**config.mk**
```make
export PLATFORM = sky130hd
export DESIGN_NAME = regfile_write_sched
export DESIGN_NICKNAME = d
export VERILOG_FILES = /design/src/rtl/regfile_pkg.sv /design/src/rtl/wr_req_fifo.sv /design/src/rtl/regfile_write_sched.sv
export SDC_FILE = /design/constraint.sdc
export NUM_CORES = 1
export LEC_CHECK = 0
export ABC_AREA = 1
export BUFFER_PORTS_ARGS = -buffer_cell sky130_fd_sc_hd__buf_2
export CORE_MARGIN = 10
export CORE_UTILIZATION = 50
export DETAILED_ROUTE_END_ITERATION = 6
export PLACE_DENSITY = 0.74
export SYNTH_ARGS = -nofsm -noshare
export SYNTH_HDL_FRONTEND = slang
export SYNTH_SLANG_ARGS = --single-unit
```
**constraint.sdc**
```tcl
create_clock -name clk -period 2.9 [get_ports clk]
set_input_delay 0.58 -clock clk [delete_from_list [all_inputs] [get_ports clk]]
set_output_delay 0.58 -clock clk [all_outputs]
set_load 0.02 [all_outputs]
```
**src/rtl/regfile_pkg.sv**
```systemverilog
// rtl/regfile_pkg.sv - shared physical register file constants and write-entry type
package regfile_pkg;

  localparam int N_PHYS_REGS = 64;
  localparam int TAG_W       = 6;
  localparam int DATA_W      = 32;

  typedef struct packed {
    logic [TAG_W-1:0]  tag;
    logic [DATA_W-1:0] data;
  } wr_entry_t;

endpackage

```
**src/rtl/wr_req_fifo.sv**
```systemverilog
// rtl/wr_req_fifo.sv - per-requester pending-write FIFO, head entry visible combinationally
module wr_req_fifo
  import regfile_pkg::*;
#(
  parameter int QDEPTH = 2,
  parameter int TAG_W  = 6,
  parameter int DATA_W = 32
) (
  input  logic                    clk,
  input  logic                    reset,
  input  logic                    push,
  input  logic [TAG_W+DATA_W-1:0] pushData,
  input  logic                    pop,
  input  logic                    clr,
  output logic [TAG_W+DATA_W-1:0] head,
  output logic                    full,
  output logic                    empty
);

  localparam int PTR_W = $clog2(QDEPTH);

  logic [TAG_W+DATA_W-1:0] mem [QDEPTH];
  logic [PTR_W-1:0]        rdPtr;
  logic [PTR_W-1:0]        wrPtr;
  logic [PTR_W:0]          count;

  always_ff @(posedge clk or negedge reset) begin
    if (!reset) begin
      rdPtr <= '0;
      wrPtr <= '0;
      count <= '0;
    end else if (clr) begin
      rdPtr <= '0;
      wrPtr <= '0;
      count <= '0;
    end else begin
      if (push) wrPtr <= wrPtr + 1'b1;
      if (pop)  rdPtr <= rdPtr + 1'b1;
      count <= count + (PTR_W+1)'(push) - (PTR_W+1)'(pop);
    end
  end

  // Storage carries no reset; validity is tracked entirely by count.
  always_ff @(posedge clk) begin
    if (push) mem[wrPtr] <= pushData;
  end

  assign head  = mem[rdPtr];
  assign full  = (count == (PTR_W+1)'(QDEPTH));
  assign empty = (count == '0);

endmodule

```
**src/rtl/regfile_write_sched.sv**
```systemverilog
// rtl/regfile_write_sched.sv - round-robin scheduler of result buses onto the single regfile write port
module regfile_write_sched
  import regfile_pkg::*;
#(
  parameter int N_REQ  = 4,
  parameter int TAG_W  = regfile_pkg::TAG_W,
  parameter int DATA_W = regfile_pkg::DATA_W,
  parameter int QDEPTH = 2,
  parameter int SRC_W  = $clog2(N_REQ)
) (
  input  logic                    clk,
  input  logic                    reset,
  input  logic                    en,
  input  logic                    commitAllow,
  input  logic                    flush,
  input  logic [N_REQ-1:0]        req_valid,
  input  logic [N_REQ*TAG_W-1:0]  req_tag,
  input  logic [N_REQ*DATA_W-1:0] req_data,
  output logic [N_REQ-1:0]        req_ready,
  output logic                    wr_en,
  output logic [TAG_W-1:0]        wr_sel,
  output logic [DATA_W-1:0]       wr_data,
  output logic [SRC_W-1:0]        wr_src,
  output logic                    idle
);

  logic [TAG_W+DATA_W-1:0] heads [N_REQ];
  logic [N_REQ-1:0]        full;
  logic [N_REQ-1:0]        empty;
  logic [N_REQ-1:0]        push;
  logic [N_REQ-1:0]        pop;
  logic [SRC_W-1:0]        rrPtr;
  logic [SRC_W-1:0]        winner;
  logic [TAG_W+DATA_W-1:0] winHead;
  logic                    clr;

  assign clr = en & flush;

  for (genvar i = 0; i < N_REQ; i++) begin : g_fifo
    // Readiness depends only on occupancy, so a full FIFO never accepts while draining.
    assign req_ready[i] = ~full[i] & en & reset;
    assign push[i]      = req_valid[i] & req_ready[i] & ~flush;
    assign pop[i]       = wr_en & (winner == SRC_W'(i));

    wr_req_fifo #(
      .QDEPTH (QDEPTH),
      .TAG_W  (TAG_W),
      .DATA_W (DATA_W)
    ) u_fifo (
      .clk      (clk),
      .reset    (reset),
      .push     (push[i]),
      .pushData ({req_tag[i*TAG_W +: TAG_W], req_data[i*DATA_W +: DATA_W]}),
      .pop      (pop[i]),
      .clr      (clr),
      .head     (heads[i]),
      .full     (full[i]),
      .empty    (empty[i])
    );
  end

  // First non-empty requester at or after rrPtr, wrapping.
  always_comb begin
    int idx;
    logic found;
    winner = '0;
    found  = 1'b0;
    idx    = 0;
    for (int k = 0; k < N_REQ; k++) begin
      idx = int'(rrPtr) + k;
      if (idx >= N_REQ) idx = idx - N_REQ;
      if (!found && !empty[idx]) begin
        found  = 1'b1;
        winner = idx[SRC_W-1:0];
      end
    end
  end

  assign winHead = heads[winner];
  assign wr_en   = en & commitAllow & ~flush & ~(&empty);
  assign wr_sel  = wr_en ? winHead[TAG_W+DATA_W-1 -: TAG_W] : '0;
  assign wr_data = wr_en ? winHead[DATA_W-1:0] : '0;
  assign wr_src  = wr_en ? winner : '0;
  assign idle    = &empty;

  always_ff @(posedge clk or negedge reset) begin
    if (!reset) begin
      rrPtr <= '0;
    end else if (clr) begin
      rrPtr <= '0;
    end else if (wr_en) begin
      rrPtr <= (winner == SRC_W'(N_REQ-1)) ? '0 : winner + 1'b1;
    end
  end

endmodule
```
==> results.sh <==
export IMPL_port_buffers=206
export IMPL_hold_viol_final=0
export IMPL_violations="setup timing"
export IMPL_synth_edf_count=304
export IMPL_setup_violations=41
export IMPL_initial_utilization_pct=50.8
export IMPL_r2r_worst_path_cells=17
export IMPL_ant_nets=0
export IMPL_p_per_area_nw_per_um2=1250
export IMPL_critPathKind="reg2out"
export IMPL_maxSlewViolCount=0
export IMPL_grt_overflow=0
export IMPL_rsz0062_at_grt="true"
export IMPL_crit_fanout=6
export IMPL_post_place_ws_ns=0.0845
export IMPL_worst_pin_slew_ns=0.588
export IMPL_drive_gt1_share_pct=35.0
export IMPL_end_kind="output port"
export IMPL_antenna_found_initial=6
export IMPL_critPathBufInv=4
export IMPL_leakagePower_nw=6.98
export IMPL_chipWidth_um=185
export IMPL_syn_avg_cell_area_um2=11.8
export IMPL_finalClockSkew_ns=0.0162
export IMPL_firstDrtPassIters=5
export IMPL_row_count=60
export IMPL_synth_nets=1331
export IMPL_synth_seq_cells=322
export IMPL_worstPathCellList="clkinvlp_4 > o21ai_4 > nand3_2 > nand2_4 > nand4_1 > nand3_4 > nor2_4 > buf_8 > buf_12 > nand2_2 > nand2_2 > nor2_2 > buf_6"
export IMPL_htreeDepth=2
export IMPL_cap_violations=0
export IMPL_yosys_area_top_type="edfxtp_1"
export IMPL_ys_seq_area_share_pct=70.0
export IMPL_maxSlewHeadroom_pct=60.7
export IMPL_wirelength_um=37800
export IMPL_grt_pass1_wl_um=55800
export IMPL_core_um2=27000
export IMPL_post_route_drc_count=0
export IMPL_synth_top_flop_cell="edfxtp_1"
export IMPL_vias=9756
export IMPL_slowest_delay_ns=0.48
export IMPL_cts_tree="done"
export IMPL_synth_top_area_share_pct=66.7
export IMPL_slowest_stage="dfrtp_2"
export IMPL_clock_sinks=322
export IMPL_drt_initial_drc_count=850
export IMPL_synth_area_um2=13700
export IMPL_via_per_inst=5.46
export IMPL_track_usage_pct=21.4
export IMPL_total_power_mw=22.2
export IMPL_clkTransAtPathRegs_ns=0.06
export IMPL_clk_path_buf_depth=3
export IMPL_max_freq_mhz=302
export IMPL_crit_path_frequent_cell="nand2_2"
export IMPL_grt_pass1_vias=10200
export IMPL_area_growth_pct=29.6
export IMPL_ff2ff_setup_slack_ns=-0.05
export IMPL_syn_inst=1161
export IMPL_rr_startpoint="rrPtr[0]"
export IMPL_dp_hpwl_um=24000
export IMPL_synthArstFlopShare_pct=5.59
export IMPL_yosysWarningCount=0
export IMPL_peakVddDrop_mv=1.05
export IMPL_cp_depth=13
export IMPL_worst_r2r_endpoint="g_fifo[2].u_fifo.count[1]"
export IMPL_gp_congestion=0.912
export IMPL_fp_dieH_um=185
export IMPL_cp_start_kind="register"
export IMPL_status="finished, violations left"
export IMPL_root_buffer="clkbuf_16"
export IMPL_synthTopCellsByArea="edfxtp_1 (67%), nand2_1 (12%), mux2i_1 (5.6%)"
export IMPL_period_needed_ns=3.31
export IMPL_io_pins=207
export IMPL_hp_class="in2async"
export IMPL_crit_family="simple AND/OR/NAND/NOR gates"
export IMPL_grt_max_degree=41
export IMPL_layout_setup_ws_ns=-0.415
export IMPL_ff_latch_area_um2=9590
export IMPL_fin_nets=1590
export IMPL_synth_cell_type_count=26
export IMPL_wl_per_cell_um=21.1
export IMPL_post_route_period_util_pct=114
export IMPL_required_ns=2.32
export IMPL_numCtsBuffers=34
export IMPL_multi_input_area_um2=4400
export IMPL_insertion_delay_ns=0.51
export IMPL_fin_setup_tns_ns=-14.18
export IMPL_dieArea_um2=34400
export IMPL_fin_util_pct=65.8
export IMPL_worstPathArrival_ns=2.73
export IMPL_fill_cells=1918
[cell families (layout without fill, tap and decap cells)]
group / after synthesis / count (layout) / share of synthesized area, %
compound gates: 16 / 16 / 0.585
simple gates: 634 / 635 / 19.4
buf+inv: 96 / 375 / 3.20
fa+ha+maj: 9 / 9 / 0.823
other cells: 0 / 5 / 0
xor+xnor: 8 / 8 / 0.512
mux: 76 / 76 / 5.56
flops: 322 / 322 / 70.0
[repair_timing]
| item | 4_1_cts | 5_1_grt |
|---|---|---|
| gates resized for setup | 155 | 137 |
| pin swaps | 33 | 45 |
| hold buffers | 0 | 0 |
| endpoints found under the setup margin | 39 | 44 |
| buffers inserted | 27 | 11 |
| gates cloned | 7 | 4 |
[through the flow]
step | instances | hold slack, ns | cell area [µm²]
6_report | 1787 | 0.0658 | 17700
5_1_grt | 1786 | 0.0874 | 17700
4_1_cts | 1773 | 0.0621 | 17200
3_5_place_dp | 1683 | 0.562 | 15400
3_3_place_gp | 1683 | 0.554 | 15400
2_1_floorplan | 1161 | 0.284 | 13700
[power breakdown]
part	total (mW)	switching [mW]	internal, mW
combinational	12.9	7.68	5.18
sequential	5.47	0.195	5.28
clock	3.87	1.66	2.21
total	22.2	9.53	12.7
[worst max-delay path by stage]
stage	from	end
2_1_floorplan	en	g_fifo[2].u_fifo.mem[0][0]
3_3_place_gp	rrPtr[0]	wr_data[7]
3_5_place_dp	rrPtr[0]	wr_data[6]
4_1_cts	rrPtr[0]	wr_data[6]
5_1_grt	rrPtr[0]	wr_sel[0]
6_report	rrPtr[0]	wr_data[24]
[cell usage in the layout (no fill, tap or decap), types with 5 or more instances in the layout]
master     netlist  final
buf_6            5     32
edfxtp_1       304    304
nor2_2           1     18
buf_4            4     56
buf_2           20    166
nand2_4          1     19
clkinv_2         0      5
clkinv_1         0      5
mux2i_1         76     76
dfrtp_1         18     12
nand2_1        422    342
dfrtp_2          0      6
diode_2          0      5
o21ai_0          9      7
inv_1           30     28
nor2_1          60     19
a21oi_1          6      6
clkbuf_1        31     10
nand3_2          0     33
nand2_2          0     62
nor2_4           2     26
nand3_1        139    106
clkbuf_16        0     39
buf_12           0     19
ha_1             9      9
[flip-flops by register name, summed over array words and instances, names as in the netlist]
signal / flops
g_fifo.u_fifo.wrPtr: 4
g_fifo.u_fifo.mem: 304
g_fifo.u_fifo.rdPtr: 4
rrPtr: 2
g_fifo.u_fifo.count: 8
[metal layers]
| layer | global-route usage, % | wire, µm | vias up |
|---|---|---|---|
| li1 | - | - | 4527 |
| met1 | 25.9 | 14100 | 4706 |
| met2 | 36.2 | 19300 | 443 |
| met3 | 4.72 | 3130 | 78 |
| met4 | 8.68 | 1240 | 2 |
| met5 | 0 | 19 | - |
[area by class of cell]
type                            instances  area share (%)
Clock inverter                         12           0.338
Sequential cell                       322            54.0
Clock buffer                           45            5.15
Timing Repair Buffer                  283            12.4
Antenna cell                            5          0.0705
Timing Repair inverter                  1          0.0423
Multi-Input combinational cell        744            24.8
Tap cell                              341            2.40
Inverter                               34           0.747
[worst reg2reg max path, stage by stage (launching register included)]
cell and delay (ns):
dfrtp_2 0.48, clkinvlp_4 0.18, o21ai_4 0.11, nand3_2 0.14
nand2_4 0.11, nand4_1 0.21, nand3_4 0.21, buf_4 0.15
buf_12 0.13, inv_1 0.06, ha_1 0.16, inv_1 0.06
nor2_2 0.05, ha_1 0.27, inv_1 0.04, ha_1 0.18
xor2_1 0.19, nor2_1 0.08
[synthesized netlist by cell type (5+ instances only)]
cell,instances
nand3_1,139
mux2i_1,76
buf_6,5
clkbuf_1,31
a21oi_1,6
ha_1,9
buf_2,20
nor2_1,60
edfxtp_1,304
inv_1,30
nand2_1,422
dfrtp_1,18
o21ai_0,9
Note: power is estimated with default switching activity, not from simulation.
